===== config.mk =====
export PLATFORM = sky130hd
export DESIGN_NAME = multi_channel_reload_timer_flat
export DESIGN_NICKNAME = d
export VERILOG_FILES = /design/src/rtl/multi_channel_reload_timer_if.sv /design/src/rtl/multi_channel_reload_timer.sv /design/src/flat_wrapper.sv
export SDC_FILE = /design/constraint.sdc
export NUM_CORES = 1
export LEC_CHECK = 0
export ABC_CLOCK_PERIOD_IN_PS = 3300
export BUFFER_PORTS_ARGS = -buffer_cell sky130_fd_sc_hd__clkbuf_2
export CORE_ASPECT_RATIO = 0.9
export CORE_UTILIZATION = 50
export CTS_CLUSTER_DIAMETER = 30
export DETAILED_ROUTE_END_ITERATION = 8
export HOLD_SLACK_MARGIN = 0.15
export PLACE_DENSITY = 0.88
export SLEW_MARGIN = 20
export SYNTH_ARGS = -nofsm -noshare
export SYNTH_HDL_FRONTEND = slang
export SYNTH_SLANG_ARGS = --single-unit

===== constraint.sdc =====
create_clock -name clk -period 3.3 [get_ports clk]
set_input_delay 0.66 -clock clk [delete_from_list [all_inputs] [get_ports clk]]
set_output_delay 0.66 -clock clk [all_outputs]
set_load 0.005 [all_outputs]

===== src/rtl/multi_channel_reload_timer_if.sv =====
// Bus bundle for multi_channel_reload_timer: control inputs and per-channel status.
// The irq_clear/irq pair exists only when TIMER_IRQ_STICKY_EN is defined.
interface multi_channel_reload_timer_if #(
   parameter int WIDTH      = 16,
   parameter int NUM_CH     = 4,
   parameter int PRESCALE_W = 8
);
   logic [PRESCALE_W-1:0]   prescale;
   logic [NUM_CH*WIDTH-1:0] load_value;
   logic [NUM_CH-1:0]       mode;
   logic [NUM_CH-1:0]       start;
   logic [NUM_CH-1:0]       stop;
   logic [NUM_CH*WIDTH-1:0] count;
   logic [NUM_CH-1:0]       running;
   logic [NUM_CH-1:0]       done;
`ifdef TIMER_IRQ_STICKY_EN
   logic [NUM_CH-1:0]       irq_clear;
   logic                    irq;

   modport master (
      output prescale, load_value, mode, start, stop, irq_clear,
      input  count, running, done, irq
   );
   modport slave (
      input  prescale, load_value, mode, start, stop, irq_clear,
      output count, running, done, irq
   );
`else
   modport master (
      output prescale, load_value, mode, start, stop,
      input  count, running, done
   );
   modport slave (
      input  prescale, load_value, mode, start, stop,
      output count, running, done
   );
`endif
endinterface


===== src/rtl/multi_channel_reload_timer.sv =====
// NUM_CH down-counting timers (periodic or one-shot) clocked by one shared prescaler tick.
// Optional sticky interrupt aggregation is compiled in with TIMER_IRQ_STICKY_EN.
module multi_channel_reload_timer #(
   parameter int WIDTH      = 16,
   parameter int NUM_CH     = 4,
   parameter int PRESCALE_W = 8
) (
   input logic                        clk,
   input logic                        rst,
   multi_channel_reload_timer_if.slave bus
);

   typedef enum logic {
      IDLE = 1'b0,
      RUN  = 1'b1
   } ch_state_e;

   logic [PRESCALE_W-1:0] pre_cnt_q, pre_cnt_d;
   logic                  tick;

   ch_state_e             state_q [NUM_CH];
   ch_state_e             state_d [NUM_CH];
   logic [WIDTH-1:0]      count_q [NUM_CH];
   logic [WIDTH-1:0]      count_d [NUM_CH];
   logic [WIDTH-1:0]      ld_val  [NUM_CH];
   logic [NUM_CH-1:0]     done_q, done_d;

   // Free-running divider; lowering prescale below pre_cnt lets it wrap before the next tick.
   always_comb begin
      tick      = (pre_cnt_q == bus.prescale);
      pre_cnt_d = tick ? '0 : pre_cnt_q + PRESCALE_W'(1);
   end

   // NOTE: every *_d gets its hold value first, so no path through the branches leaves a latch.
   always_comb begin
      for (int i = 0; i < NUM_CH; i++) begin
         state_d[i] = state_q[i];
         count_d[i] = count_q[i];
         done_d[i]  = 1'b0;
         if (bus.stop[i]) begin
            state_d[i] = IDLE;
         end else begin
            if (state_q[i] == RUN && tick) begin
               if (count_q[i] == WIDTH'(1)) begin
                  done_d[i] = 1'b1;
                  if (bus.mode[i] && ld_val[i] != '0) begin
                     count_d[i] = ld_val[i];
                  end else begin
                     count_d[i] = '0;
                     state_d[i] = IDLE;
                  end
               end else begin
                  count_d[i] = count_q[i] - WIDTH'(1);
               end
            end
            // A valid start overrides the tick result but keeps any expiry pulse.
            if (bus.start[i] && ld_val[i] != '0) begin
               count_d[i] = ld_val[i];
               state_d[i] = RUN;
            end
         end
      end
   end

   // NOTE: state updates use non-blocking assignment so every flop samples pre-edge values.
   always_ff @(posedge clk or posedge rst) begin
      if (rst) begin
         pre_cnt_q <= '0;
         done_q    <= '0;
         for (int i = 0; i < NUM_CH; i++) begin
            state_q[i] <= IDLE;
            count_q[i] <= '0;
         end
      end else begin
         pre_cnt_q <= pre_cnt_d;
         done_q    <= done_d;
         for (int i = 0; i < NUM_CH; i++) begin
            state_q[i] <= state_d[i];
            count_q[i] <= count_d[i];
         end
      end
   end

   for (genvar g = 0; g < NUM_CH; g++) begin : g_ch
      assign ld_val[g]                       = bus.load_value[g*WIDTH +: WIDTH];
      assign bus.count[g*WIDTH +: WIDTH]     = count_q[g];
      assign bus.running[g]                  = (state_q[g] == RUN);
   end
   assign bus.done = done_q;

`ifdef TIMER_IRQ_STICKY_EN
   logic [NUM_CH-1:0] irq_status_q, irq_status_d;
   logic              irq_q, irq_d;

   // A done pulse beats a simultaneous clear so an expiry is never lost.
   always_comb begin
      irq_status_d = done_q | (irq_status_q & ~bus.irq_clear);
      irq_d        = |irq_status_q;
   end

   always_ff @(posedge clk or posedge rst) begin
      if (rst) begin
         irq_status_q <= '0;
         irq_q        <= 1'b0;
      end else begin
         irq_status_q <= irq_status_d;
         irq_q        <= irq_d;
      end
   end

   assign bus.irq = irq_q;
`endif

endmodule


===== src/flat_wrapper.sv =====
// flat-port wrapper written by rule: the top's interface ports become plain ports
module multi_channel_reload_timer_flat 
#(
   parameter int WIDTH      = 16,
   parameter int NUM_CH     = 4,
   parameter int PRESCALE_W = 8
)
  (clk, rst, bus_prescale, bus_load_value, bus_mode, bus_start, bus_stop, bus_count, bus_running, bus_done);
  multi_channel_reload_timer_if #(.WIDTH(WIDTH), .NUM_CH(NUM_CH), .PRESCALE_W(PRESCALE_W)) bus_i ();
  input logic clk;
  input logic rst;
  input wire logic [$bits(bus_i.prescale)-1:0] bus_prescale;
  input wire logic [$bits(bus_i.load_value)-1:0] bus_load_value;
  input wire logic [$bits(bus_i.mode)-1:0] bus_mode;
  input wire logic [$bits(bus_i.start)-1:0] bus_start;
  input wire logic [$bits(bus_i.stop)-1:0] bus_stop;
  output wire logic [$bits(bus_i.count)-1:0] bus_count;
  output wire logic [$bits(bus_i.running)-1:0] bus_running;
  output wire logic [$bits(bus_i.done)-1:0] bus_done;
  assign bus_i.prescale = bus_prescale;
  assign bus_i.load_value = bus_load_value;
  assign bus_i.mode = bus_mode;
  assign bus_i.start = bus_start;
  assign bus_i.stop = bus_stop;
  assign bus_count = bus_i.count;
  assign bus_running = bus_i.running;
  assign bus_done = bus_i.done;
  multi_channel_reload_timer #(.WIDTH(WIDTH), .NUM_CH(NUM_CH), .PRESCALE_W(PRESCALE_W)) u_core (.clk(clk), .rst(rst), .bus(bus_i));
endmodule

==> impl_metrics.json <==
{
  "status": "complete, no violations",
  "leakagePower_nw": 2.91,
  "stdcell_area_um2": 6550,
  "grt_pass1_wl_um": 25900,
  "vias": 5787,
  "tightest_slew_ps": 898,
  "grt_pass1_vias": 5313,
  "seqPwrFrac_pct": 41.4,
  "min_path_type": "input port to async pin",
  "grt_max_degree": 42,
  "numCtsBuffers": 9,
  "max_freq_mhz": 376,
  "cts.sinks": 80,
  "synth_cell_types": 60,
  "post-route-drc-count": 0,
  "startpoint_type": "input port",
  "htree_levels": 3,
  "io_buffers": 157,
  "cts_resized": 0,
  "timing.slew.headroom_pct": 40.1,
  "drive_gt1_share_pct": 26.5,
  "antenna_found_initial": 0,
  "grt_overflow": 0,
  "clock_path_buffers": 2,
  "row_count": 35,
  "post_cts_buffers": 0,
  "drtIter0Drc": 581,
  "cts_tree": "yes",
  "detailed_place_hpwl_um": 12100,
  "setup_slack_ps": 642,
  "hold_violations": 0,
  "avgViaCountPerCell": 6.47,
  "powerDensity_nw_per_um2": 540,
  "grtUsageTotal_pct": 29.8,
  "die_width_um": 110,
  "setup-tns-final_ps": 0,
  "r2r_start": "u_core.bus.count[59]",
  "cp_max_fo": 10,
  "critical-path-top-delay-family": "simple AND/OR/NAND/NOR gates",
  "maxCapViolCount": 0,
  "yosys_warnings": 0,
  "place_area_um2": 6200,
  "num_io_pins": 158,
  "setup_violations": 0,
  "place.gp.congestion": 0.917,
  "clkPwrFrac_pct": 31.3,
  "drt-total-wl_um": 16400,
  "yosys_most_used_dff": "dfrtp_1",
  "synth_area_leaders": "dfrtp_1 38%, a32oi_1 4.8%, o2bb2ai_1 4.3%",
  "p_switching_mw": 1.21,
  "async_reset_ff_share_pct": 100,
  "core_area_um2": 10200,
  "synth_nets": 699,
  "cp_slowest_cell": "or4_4",
  "nets": 855,
  "swShare_pct": 34.3,
  "syn_area_per_cell_um2": 8.71,
  "dp.cells": 878,
  "reg2reg_to": "u_core.bus.count[62]",
  "cp_num_buf_inv": 2,
  "synth_top_cell_area_share_pct": 38.1,
  "die_h_um": 99.3,
  "syn_inst": 604,
  "cpPeakStageDelay_ps": 580,
  "vdd_ir_drop_max_uv": 304,
  "dp_slack_ps": 327,
  "antenna_left": 0,
  "seq_area_frac_synth_pct": 38.1,
  "fp.dieArea_um2": 10900,
  "rsz0062_at_grt": "false",
  "fin_cells": 894,
  "ff2ff_path_depth": 6,
  "clkLatencyLatePin_ps": 330,
  "diodes": 0,
  "synthToLayoutAreaGrowth_pct": 24.5,
  "path_cells": "clkbuf_2 -> or4_4 -> o41ai_4 -> and2_1 -> buf_4 -> a22oi_1 -> o22ai_1",
  "end_kind": "flip-flop",
  "syn-cell-area_um2": 5260,
  "start_util_pct": 51.3,
  "cts_hold_buffers": 0,
  "intPower_mw": 2.32,
  "r2r_setup_slack_ps": 700,
  "maxSlewViolCount": 0,
  "synth_edf_count": 0,
  "clock_skew_ps": 6.08,
  "synth_seq_cells": 80,
  "synth.largest_area_cell": "dfrtp_1",
  "routedWlPerCell_um": 18.4,
  "crit_required_ps": 3540,
  "worstPathArrival_ps": 2890,
  "period_needed_ps": 2660,
  "final_util_pct": 63.9,
  "critPathKind": "input port to flip-flop",
  "cts_root_buf": "clkbuf_16",
  "first_pass_iters": 5,
  "finalCritPeriodShare_pct": 80.6,
  "comb_power_share_pct": 27.4,
  "clk_pin_slew_ps": 60
}
[stage by stage]
stage / hold WS [ps] / total power [mW]
2_1_floorplan: 486 / 1.98
3_3_place_gp: 520 / 2.38
3_5_place_dp: 534 / 2.43
4_1_cts: 519 / 3.53
6_report: 494 / 3.54
5_1_grt: 524 / 3.72
[metal layers]
layer / vias to the layer above / wire length, um / global-route usage [%] / part of all wire (%)
met4: 0 / 255 / 9.11 / 1.6
met2: 335 / 8080 / 49.4 / 49
met5: - / 0 / 0 / 0
met1: 2741 / 6850 / 39.5 / 42
met3: 35 / 1270 / 5.57 / 7.7
li1: 2676 / - / - / -
[how the worst max path moves through the flow]
stage,start,to,slack [ps],cells past startpoint
after CTS,u_core.pre_cnt_q[0],u_core.bus.count[50],560,5
after global placement,bus_prescale[4],u_core.bus.count[57],400,6
after detailed placement,bus_prescale[0],u_core.bus.count[50],330,6
after floorplan,rst,u_core.bus.count[0],590,1
after global routing,bus_load_value[25],u_core.bus.count[16],470,6
final,bus_load_value[57],u_core.bus.count[52],640,7
[cell type report]
type / instances / area, um2
Clock buffer: 15 / 308
Clock inverter: 1 / 30.0
Fill cell: 898 / 3700
Inverter: 47 / 176
Multi-Input combinational cell: 450 / 2960
Sequential cell: 80 / 2000
Tap cell: 129 / 161
Timing Repair Buffer: 172 / 911
[Yosys cell counts (6+ instances only)]
| cell | n |
|---|---|
| a22oi_1 | 22 |
| o22ai_1 | 25 |
| ha_1 | 9 |
| nand2b_1 | 8 |
| buf_2 | 6 |
| and3_1 | 9 |
| nand4_1 | 9 |
| and2_1 | 7 |
| a32oi_1 | 29 |
| clkbuf_1 | 16 |
| inv_1 | 47 |
| nor4_1 | 27 |
| a21oi_1 | 41 |
| nand3_1 | 13 |
| nor2_1 | 38 |
| o2bb2ai_1 | 26 |
| o21ai_0 | 31 |
| xnor2_1 | 11 |
| dfrtp_1 | 80 |
| nand2_1 | 33 |
| nor3_1 | 32 |
[flip-flops by register name, indices dropped and copies added, names as in the netlist]
register and cells:
u_core.bus.count 64, u_core.bus.done 4, u_core.bus.running 4, u_core.pre_cnt_q 8
[worst reg2reg max path: stages, from the launching register on]
cell	delay (ps)
dfrtp_1	480
nor4_2	540
nand4_1	400
o21bai_1	590
buf_4	260
a32oi_1	60
o2bb2ai_1	190
[cells in the final DEF, fill, tap and decap left out, types with 22 or more instances in the layout]
| cell type | netlist | final |
|---|---|---|
| a22oi_1 | 22 | 22 |
| nor4_1 | 27 | 27 |
| a32oi_1 | 29 | 29 |
| nand2_1 | 33 | 33 |
| o21ai_0 | 31 | 31 |
| o22ai_1 | 25 | 25 |
| dfrtp_1 | 80 | 80 |
| a21oi_1 | 41 | 41 |
| nor2_1 | 38 | 38 |
| nor3_1 | 32 | 32 |
| o2bb2ai_1 | 26 | 26 |
| clkbuf_2 | 0 | 157 |
| inv_1 | 47 | 46 |
[cell families after synthesis]
family | Yosys count | synth area share (%)
adder cells (fa/ha/maj) | 9 | 2.14
buffers and inverters | 74 | 5.85
flip-flops | 80 | 38.1
XOR/XNOR | 14 | 2.33
AND/OR/NAND/NOR | 205 | 21.2
AO/OA/AOI/OAI | 222 | 30.4
[power groups by stage]
stage / Combinational (mW) / Sequential, mW / Clock, mW
after global placement: 0.922 / 1.46 / 0
after CTS: 0.959 / 1.45 / 1.11
after detailed placement: 0.956 / 1.47 / 0
after floorplan: 0.576 / 1.41 / 0
after global routing: 1.08 / 1.49 / 1.16
final: 0.968 / 1.46 / 1.11
Power figures use the tool's default switching activity.
